==> config.mk <==
export PLATFORM = sky130hd
export DESIGN_NAME = deserializer
export DESIGN_NICKNAME = d
export VERILOG_FILES = /design/src/rtl/deser_pkg.sv /design/src/rtl/sync_fifo.sv /design/src/rtl/deserializer.sv
export SDC_FILE = /design/constraint.sdc
export NUM_CORES = 1
export LEC_CHECK = 0
export BUFFER_PORTS_ARGS = -buffer_cell sky130_fd_sc_hd__buf_2
export CORE_ASPECT_RATIO = 0.6
export CORE_UTILIZATION = 45
export DETAILED_ROUTE_END_ITERATION = 8
export GPL_ROUTABILITY_DRIVEN = 0
export REMOVE_ABC_BUFFERS = 1
export SETUP_SLACK_MARGIN = 0.1
export SYNTH_ARGS = -nofsm -noshare
export SYNTH_HDL_FRONTEND = slang
export SYNTH_SLANG_ARGS = --single-unit
==> constraint.sdc <==
create_clock -name clk -period 3.65 [get_ports clk]
set_input_delay 1.095 -clock clk [delete_from_list [all_inputs] [get_ports clk]]
set_output_delay 1.095 -clock clk [all_outputs]
set_load 0.02 [all_outputs]
==> src/rtl/deser_pkg.sv <==
// Shared constants and state encoding for the serial-link deserializer.
package deser_pkg;
    localparam int WORD_W    = 16;
    localparam int BIT_IDX_W = 4;

    typedef enum logic {
        ST_IDLE = 1'b0,
        ST_RECV = 1'b1
    } state_t;
endpackage

==> src/rtl/sync_fifo.sv <==
// Generic synchronous first-word-fall-through FIFO.
// Latency: a pushed word is visible on dout after the push edge.
// Backpressure: push while full is ignored unless a pop happens on the same edge.
module sync_fifo #(
    parameter int WIDTH = 16,
    parameter int DEPTH = 16
) (
    input  logic             clk,
    input  logic             rst_n,
    input  logic             push,
    input  logic [WIDTH-1:0] push_data,
    input  logic             pop,
    output logic [WIDTH-1:0] dout,
    output logic             empty,
    output logic             full
);
    localparam int AW = $clog2(DEPTH);

    logic [WIDTH-1:0] mem [DEPTH];
    logic [AW-1:0]    wr_ptr;
    logic [AW-1:0]    rd_ptr;
    logic [AW:0]      count;
    logic             wr_en;
    logic             rd_en;

    // A full FIFO still accepts a write when the head leaves on the same edge.
    assign wr_en = push && (!full || pop);
    assign rd_en = pop && !empty;
    assign empty = (count == '0);
    assign full  = (count == (AW+1)'(DEPTH));
    assign dout  = mem[rd_ptr];

    always_ff @(posedge clk) begin
        if (wr_en) begin
            mem[wr_ptr] <= push_data;
        end
    end

    always_ff @(posedge clk) begin
        if (!rst_n) begin
            wr_ptr <= '0;
            rd_ptr <= '0;
            count  <= '0;
        end else begin
            if (wr_en) begin
                wr_ptr <= wr_ptr + 1'b1;
            end
            if (rd_en) begin
                rd_ptr <= rd_ptr + 1'b1;
            end
            count <= count + {{AW{1'b0}}, wr_en} - {{AW{1'b0}}, rd_en};
        end
    end
endmodule

==> src/rtl/deserializer.sv <==
// Serial-to-16-bit deserializer with frame length/runt checks; DESER_MSB_FIRST_EN selects MSB-first packing.
// Latency: word valid on data_o right after the edge that samples its 16th bit.
// Backpressure: valid/ready on the output FIFO; a word arriving at a full FIFO is dropped and overflow_o latches.
module deserializer
    import deser_pkg::*;
#(
    parameter int FIFO_DEPTH = 16,
    parameter int LEN_W      = 8
) (
    input  logic              clk,
    input  logic              rst_n,
    input  logic              bit_in,
    input  logic              bit_valid_in,
    input  logic [LEN_W-1:0]  expected_len_in,
    output logic [WORD_W-1:0] data_o,
    output logic              data_valid_o,
    input  logic              data_ready_in,
    output logic              frame_done_o,
    output logic [LEN_W-1:0]  frame_len_o,
    output logic              len_err_o,
    output logic              runt_err_o,
    output logic              overflow_o
);
    localparam logic [LEN_W-1:0] CNT_MAX = '1;

    state_t                 state;
    logic [WORD_W-1:0]      shift_reg;
    logic [WORD_W-1:0]      shift_nxt;
    logic [BIT_IDX_W-1:0]   bit_idx;
    logic [LEN_W-1:0]       word_cnt;
    logic [LEN_W-1:0]       exp_len;
    logic                   word_push;
    logic                   fifo_pop;
    logic                   fifo_empty;
    logic                   fifo_full;

`ifdef DESER_MSB_FIRST_EN
    assign shift_nxt = {shift_reg[WORD_W-2:0], bit_in};
`else
    assign shift_nxt = {bit_in, shift_reg[WORD_W-1:1]};
`endif

    // The completed word is exactly the shift value that includes the current bit.
    assign word_push    = (state == ST_RECV) && bit_valid_in
                          && (bit_idx == BIT_IDX_W'(WORD_W-1));
    assign fifo_pop     = data_ready_in && !fifo_empty;
    assign data_valid_o = !fifo_empty;

    sync_fifo #(
        .WIDTH (WORD_W),
        .DEPTH (FIFO_DEPTH)
    ) u_fifo (
        .clk       (clk),
        .rst_n     (rst_n),
        .push      (word_push),
        .push_data (shift_nxt),
        .pop       (fifo_pop),
        .dout      (data_o),
        .empty     (fifo_empty),
        .full      (fifo_full)
    );

    always_ff @(posedge clk) begin
        if (!rst_n) begin
            state        <= ST_IDLE;
            shift_reg    <= '0;
            bit_idx      <= '0;
            word_cnt     <= '0;
            exp_len      <= '0;
            frame_done_o <= 1'b0;
            frame_len_o  <= '0;
            len_err_o    <= 1'b0;
            runt_err_o   <= 1'b0;
            overflow_o   <= 1'b0;
        end else begin
            frame_done_o <= 1'b0;
            len_err_o    <= 1'b0;
            runt_err_o   <= 1'b0;
            if (word_push && fifo_full && !fifo_pop) begin
                overflow_o <= 1'b1;
            end
            case (state)
                ST_IDLE: begin
                    if (bit_valid_in) begin
                        state     <= ST_RECV;
                        shift_reg <= shift_nxt;
                        bit_idx   <= BIT_IDX_W'(1);
                        word_cnt  <= '0;
                        exp_len   <= expected_len_in;
                    end
                end
                ST_RECV: begin
                    if (bit_valid_in) begin
                        shift_reg <= shift_nxt;
                        bit_idx   <= bit_idx + 1'b1;
                        if (word_push && (word_cnt != CNT_MAX)) begin
                            word_cnt <= word_cnt + 1'b1;
                        end
                    end else begin
                        // Any partial word is simply abandoned in the shift register.
                        state        <= ST_IDLE;
                        frame_done_o <= 1'b1;
                        frame_len_o  <= word_cnt;
                        len_err_o    <= (word_cnt != exp_len);
                        runt_err_o   <= (bit_idx != '0);
                    end
                end
                default: state <= ST_IDLE;
            endcase
        end
    end
endmodule

# Word-level counts from Yosys, hierarchy flattened
# Memories as Yosys holds them, arrays and structs flattened. A register that Yosys moved wholly into a read port is not among the register bits.
# Cells that the tools add are included.
# word_totals
regBits	62
out_inout_bits	29
wordCells	64
in_bits	13
ramBits	256
mem_count	1
# mem_list
name	words	width	rd	rd_clocked_by_memory_dff	wr	line_no	source
u_fifo.mem	16	16	1	1	1	sync_fifo.sv:19	logic [WIDTH-1:0] mem [DEPTH];
# op_classes
n_eq_ne	7
add_sub_neg	6
reduce_logical	20
n_bitwise	3
n_mux	14
# ops
op	count
8-bit 2-to-1 mux	3
16-bit 2-to-1 mux	1
4-bit 2-to-1 mux	4
8-bit case mux with 2 select lines	1
4-bit by 1-bit adder with 4-bit output, second input constant	3
8-bit by 1-bit adder with 8-bit output, second input constant	1
1-bit logical AND	8
8-bit != test	1
8-bit != test, second input constant	1
4-bit case mux with 2 select lines	1
2-bit AND reduction	4
5-bit by 1-bit adder with 5-bit output	1
5-bit equality test, second input constant	1
5-bit logical NOT	1
5-bit by 1-bit subtractor with 5-bit output	1
4-bit equality test, second input constant	1
1-bit 2-to-1 mux	4
2-bit != test, second input constant	2
4-bit nonzero test	1
1-bit logical NOT	3
1-bit inverter	3
3-bit AND reduction	1
3-bit OR reduction	1
2-bit by 1-bit != test with 1-bit output, second input constant	1
1-bit logical OR	1

# Longest topological paths before layout
# logic_depth
depth_word	7
mapped_depth	15

# By module
# A second synthesis with hierarchy kept.
# hier_totals
hier_cells	724
hier_area_um2	12607.1
# by_module_without_submodules
module	area_each_um2	n_inst	seq_area_each_um2	cells_per_inst
sync_fifo	10570.1	1	8027.7	502
deserializer	2037.0	1	960.9	222

# Least setup slack after synthesis
# No wires, ideal clock.
# synth_timing
path_type	input port to flip-flop
start	input bit_valid_in
end	memory u_fifo.mem[3][0] (enable)
t_arrival_ps	2722
required_ps	3241
setup_slack_ps	519
setup_time_ps	409
stages	4
cell_sequence	and3_1 -> buf_2 -> nand3_1 -> nor3_1
# synth_via
elab_chain_len	5
# synth_rtl
item	line_no	source
start: declaration	deserializer.sv:13	input logic bit_valid_in,
1-bit logical AND	deserializer.sv:44	assign word_push = (state == ST_RECV) && bit_valid_in
1-bit logical AND	deserializer.sv:45	&& (bit_idx == BIT_IDX_W'(WORD_W-1));
1-bit logical AND	sync_fifo.sv:27	assign wr_en = push && (!full || pop);
1-bit 2-to-1 mux	sync_fifo.sv:34	if (wr_en) begin
1-bit 2-to-1 mux (not written as such)	sync_fifo.sv:35	mem[wr_ptr] <= push_data;
end: declaration	sync_fifo.sv:19	
# Every way passes these cells.

==> out/results.md <==
## Global routing
• total global routing overflow: 0
• initial antenna violation count: 1
• overall fraction of global-route tracks in use: 20.4%
• number of global-route vias before repair: 6,787
• grt met2 use: 31.1%
• pin count of the biggest net entering global routing: 65
• wire length of the first global-routing pass: 42,400 µm
• global routing met3 resource utilization: 3.91%
• most utilized layer in the global route result: met2
• met1 track demand over resource in global routing: 30.8%

## Floorplanning
• row count: 46
• Core Region: 0.0268 mm²
• total die area: 0.0284 mm²
• die outline height: 131 µm
• DIE WIDTH: 217 µm
• initial core utilization: 46.5%
• I/O pin total: 42

## Route
• first-pass iteration count of the detailed router: 5
• via count of the routed design: 6,754
• via count normalized by instance count: 5.69
• DRC errors left: 0
• number of routed nets with antenna violations: 0
• Total Routed Length: 28,100 µm
• routed wirelength normalized by instance count: 23.7 µm
• First DRT Iteration DRCs: 709

## Logic synthesis
• number of enable-type register cells in the synthesized netlist: 256
• most area-hungry cell type in the Yosys netlist: sky130_fd_sc_hd__edfxtp_1
• Synth area leaders: sky130_fd_sc_hd__edfxtp_1, sky130_fd_sc_hd__mux4_2, sky130_fd_sc_hd__dfxtp_1
• fraction of registers with async set or reset after synthesis: 0%
• most repeated cell in the gate-level netlist after synthesis: sky130_fd_sc_hd__edfxtp_1
• post-synthesis area per instance: 16.9 µm²
• number of warning messages in the yosys log: 0
• most instantiated cells after synthesis: sky130_fd_sc_hd__edfxtp_1, sky130_fd_sc_hd__dfxtp_1, sky130_fd_sc_hd__mux4_2
• netlist area before placement: 0.0125 mm²
• post-synth top area share: 61.6%
• Synth Register Bits: 321
• Unique masters post-synth: 46
• most instantiated flip-flop cell in the synthesis netlist: sky130_fd_sc_hd__edfxtp_1
• register area share after synthesis: 72.0%
• cells after synthesis: 737

## Power and ir drop
• power per unit of standard cell area: 606 mW/mm²
• switching power share of the total: 24.3%
• proportion of power drawn by flip-flops and latches: 45.8%
• internal power consumption: 6660 µW
• Clock Power Share: 38.6%
• Comb power frac: 15.6%
• static leakage: 0.00492 µW
• Switching Power: 2140 µW
• IR drop worst, VDD: 0.306 mV

## Status
• result of the run: completed

## Placed design
• pre-CTS setup slack: 570 ps
• number of I/O port buffers: 41
• placed standard-cell area: 0.0133 mm²
• detailed-placement wirelength estimate: 16,500 µm

## STA
• maximum clock frequency: 0.291 GHz
• Slew @ Worst Pin: 754 ps
• number of setup violations in the final report: 0
• worst setup slack after layout: 214 ps
• fin. max-slew vios: 0
• ratio of final minimum period to clock period: 94.1%
• endpoints failing hold: 0
• relative slew slack: 49.7%
• clock period minus worst slack: 3440 ps
• RSZ-0062 raised after global routing: yes
• maximum clock skew at final layout: 8.00 ps

## Hold path
• worst hold path type: register to register

## Layout
• fraction of layout instances using a drive strength above 1: 25.8%
• diode insertion count for antenna repair: 0
• Syn-to-layout area delta: 16.2%
• number of nets at the end of the flow: 831
• Non-Filler Cell Area, Final: 0.0145 mm²
• max FFs per register: 256
• fill count: 2,147

## Worst setup path
• kind of end point of the critical path: output port
• Crit Path Class: register to output port
• highest fanout seen on the critical path: 10
• required time of the critical path: 2550 ps
• Worst Path Arrival: 2340 ps
• kind of start point of the critical path: register

## Clocking
• TritonCTS clock tree: built
• number of buffers created by CTS: 30
• clock slew at the register clock pins of the worst setup and hold paths: 60 ps
• # hold bufs at CTS: 0
• number of levels the H-tree was split into: 1
• CTS root buffer: sky130_fd_sc_hd__clkbuf_16
• insertion delay of the later-clocked pin in the worst-skew pair: 560 ps
• clock sink total: 321
• buffers from clock root to sink, at most: 3

## Flow run
• max-cap violations: 0

-- path summary, 6_finish.rpt --
check	startpoint	endpoint	slack (ps)	depth (start not counted)
hold reg to reg	frame_len_o[7]	frame_len_o[7]	450	2
hold / removal	frame_len_o[7]	frame_len_o[7]	450	2
setup / recovery	register	data_o[4]	210	5
setup reg to reg	u_fifo.count[3]	u_fifo.count[4]	610	14
-- area by class of cell --
class                   count  area [µm²]  share of cell area [%]
inverters                  16        60.1                   0.414
clock buffers              44         895                    6.17
multi-input cells         358        3290                    22.7
flip-flops and latches    321        8990                    62.0
well taps                 360         450                    3.11
clock inverters            12         196                    1.35
repair buffers             76         613                    4.23
-- cells by family after synthesis --
kind of cell    synth area share [%]
mux                             12.8
buf+inv                         2.04
simple gates                    6.36
compound gates                  4.08
xor+xnor                        1.12
flops                           72.0
fa+ha+maj                       1.56
-- critical path, cell delays in order, from the launching register on --
cell and delay, ps:
sky130_fd_sc_hd__dfxtp_4 460, sky130_fd_sc_hd__buf_8 200, sky130_fd_sc_hd__mux4_2 500, sky130_fd_sc_hd__a22oi_1 260, sky130_fd_sc_hd__nand2_1 170, sky130_fd_sc_hd__buf_2 200
-- stage by stage --
stage	power (µW)	utilization, %	cells	hold slack [ps]	setup TNS, ps
floorplan	5040	-	695	448	-18640
global placement	5390	49.7	1126	444	0
detailed placement	5430	49.7	1126	445	0
CTS	8820	53.8	1183	454	0
global route	9140	54.1	1187	486	0
finish	8790	54.1	1187	453	0
-- layout by cell type, fill, tap and decap left out, types with 3 or more instances in the layout --
master,instances
sky130_fd_sc_hd__nand3_1,16
sky130_fd_sc_hd__nor2_2,12
sky130_fd_sc_hd__and2_1,3
sky130_fd_sc_hd__a22oi_1,32
sky130_fd_sc_hd__bufinv_16,5
sky130_fd_sc_hd__dfxtp_1,63
sky130_fd_sc_hd__nand2b_1,7
sky130_fd_sc_hd__nor2b_1,5
sky130_fd_sc_hd__xor2_1,14
sky130_fd_sc_hd__o31ai_1,5
sky130_fd_sc_hd__mux2i_1,16
sky130_fd_sc_hd__or4_1,4
sky130_fd_sc_hd__clkbuf_8,7
sky130_fd_sc_hd__nand4_1,4
sky130_fd_sc_hd__ha_1,14
sky130_fd_sc_hd__clkinvlp_4,3
sky130_fd_sc_hd__and3_1,5
sky130_fd_sc_hd__mux4_2,64
sky130_fd_sc_hd__buf_2,41
sky130_fd_sc_hd__clkbuf_16,32
sky130_fd_sc_hd__buf_4,24
sky130_fd_sc_hd__clkinv_2,3
sky130_fd_sc_hd__buf_12,8
sky130_fd_sc_hd__nand2_1,56
sky130_fd_sc_hd__edfxtp_1,256
sky130_fd_sc_hd__nor3_2,4
sky130_fd_sc_hd__nor2_1,34
sky130_fd_sc_hd__nor4_1,3
sky130_fd_sc_hd__o21ai_1,4
sky130_fd_sc_hd__inv_1,14
sky130_fd_sc_hd__clkbuf_1,6
sky130_fd_sc_hd__a21oi_1,31
-- routing by layer --
| layer | up-vias | wire length (µm) |
|---|---|---|
| met5 | - | 0 |
| met4 | 0 | 489 |
| met3 | 43 | 1680 |
| met2 | 194 | 12400 |
| met1 | 3520 | 13500 |
| li1 | 2997 | - |
-- what timing repair did --
item / in CTS / in global routing
pin swaps: 0 / 0
setup buffers: 1 / 3
endpoints found under the hold margin: 0 / 0
resized for setup: 1 / 3
gates cloned: 0 / 1
endpoints found under the setup margin: 5 / 4
-- power groups by stage --
stage / combinational [µW] / clock, µW / sequential [µW]
2_1_floorplan: 795 / 0 / 4250
3_5_place_dp: 1310 / 0 / 4120
6_report: 1370 / 3390 / 4030
5_1_grt: 1500 / 3600 / 4040
4_1_cts: 1340 / 3460 / 4030
3_3_place_gp: 1280 / 0 / 4120
(Power assumes the default switching activity.)
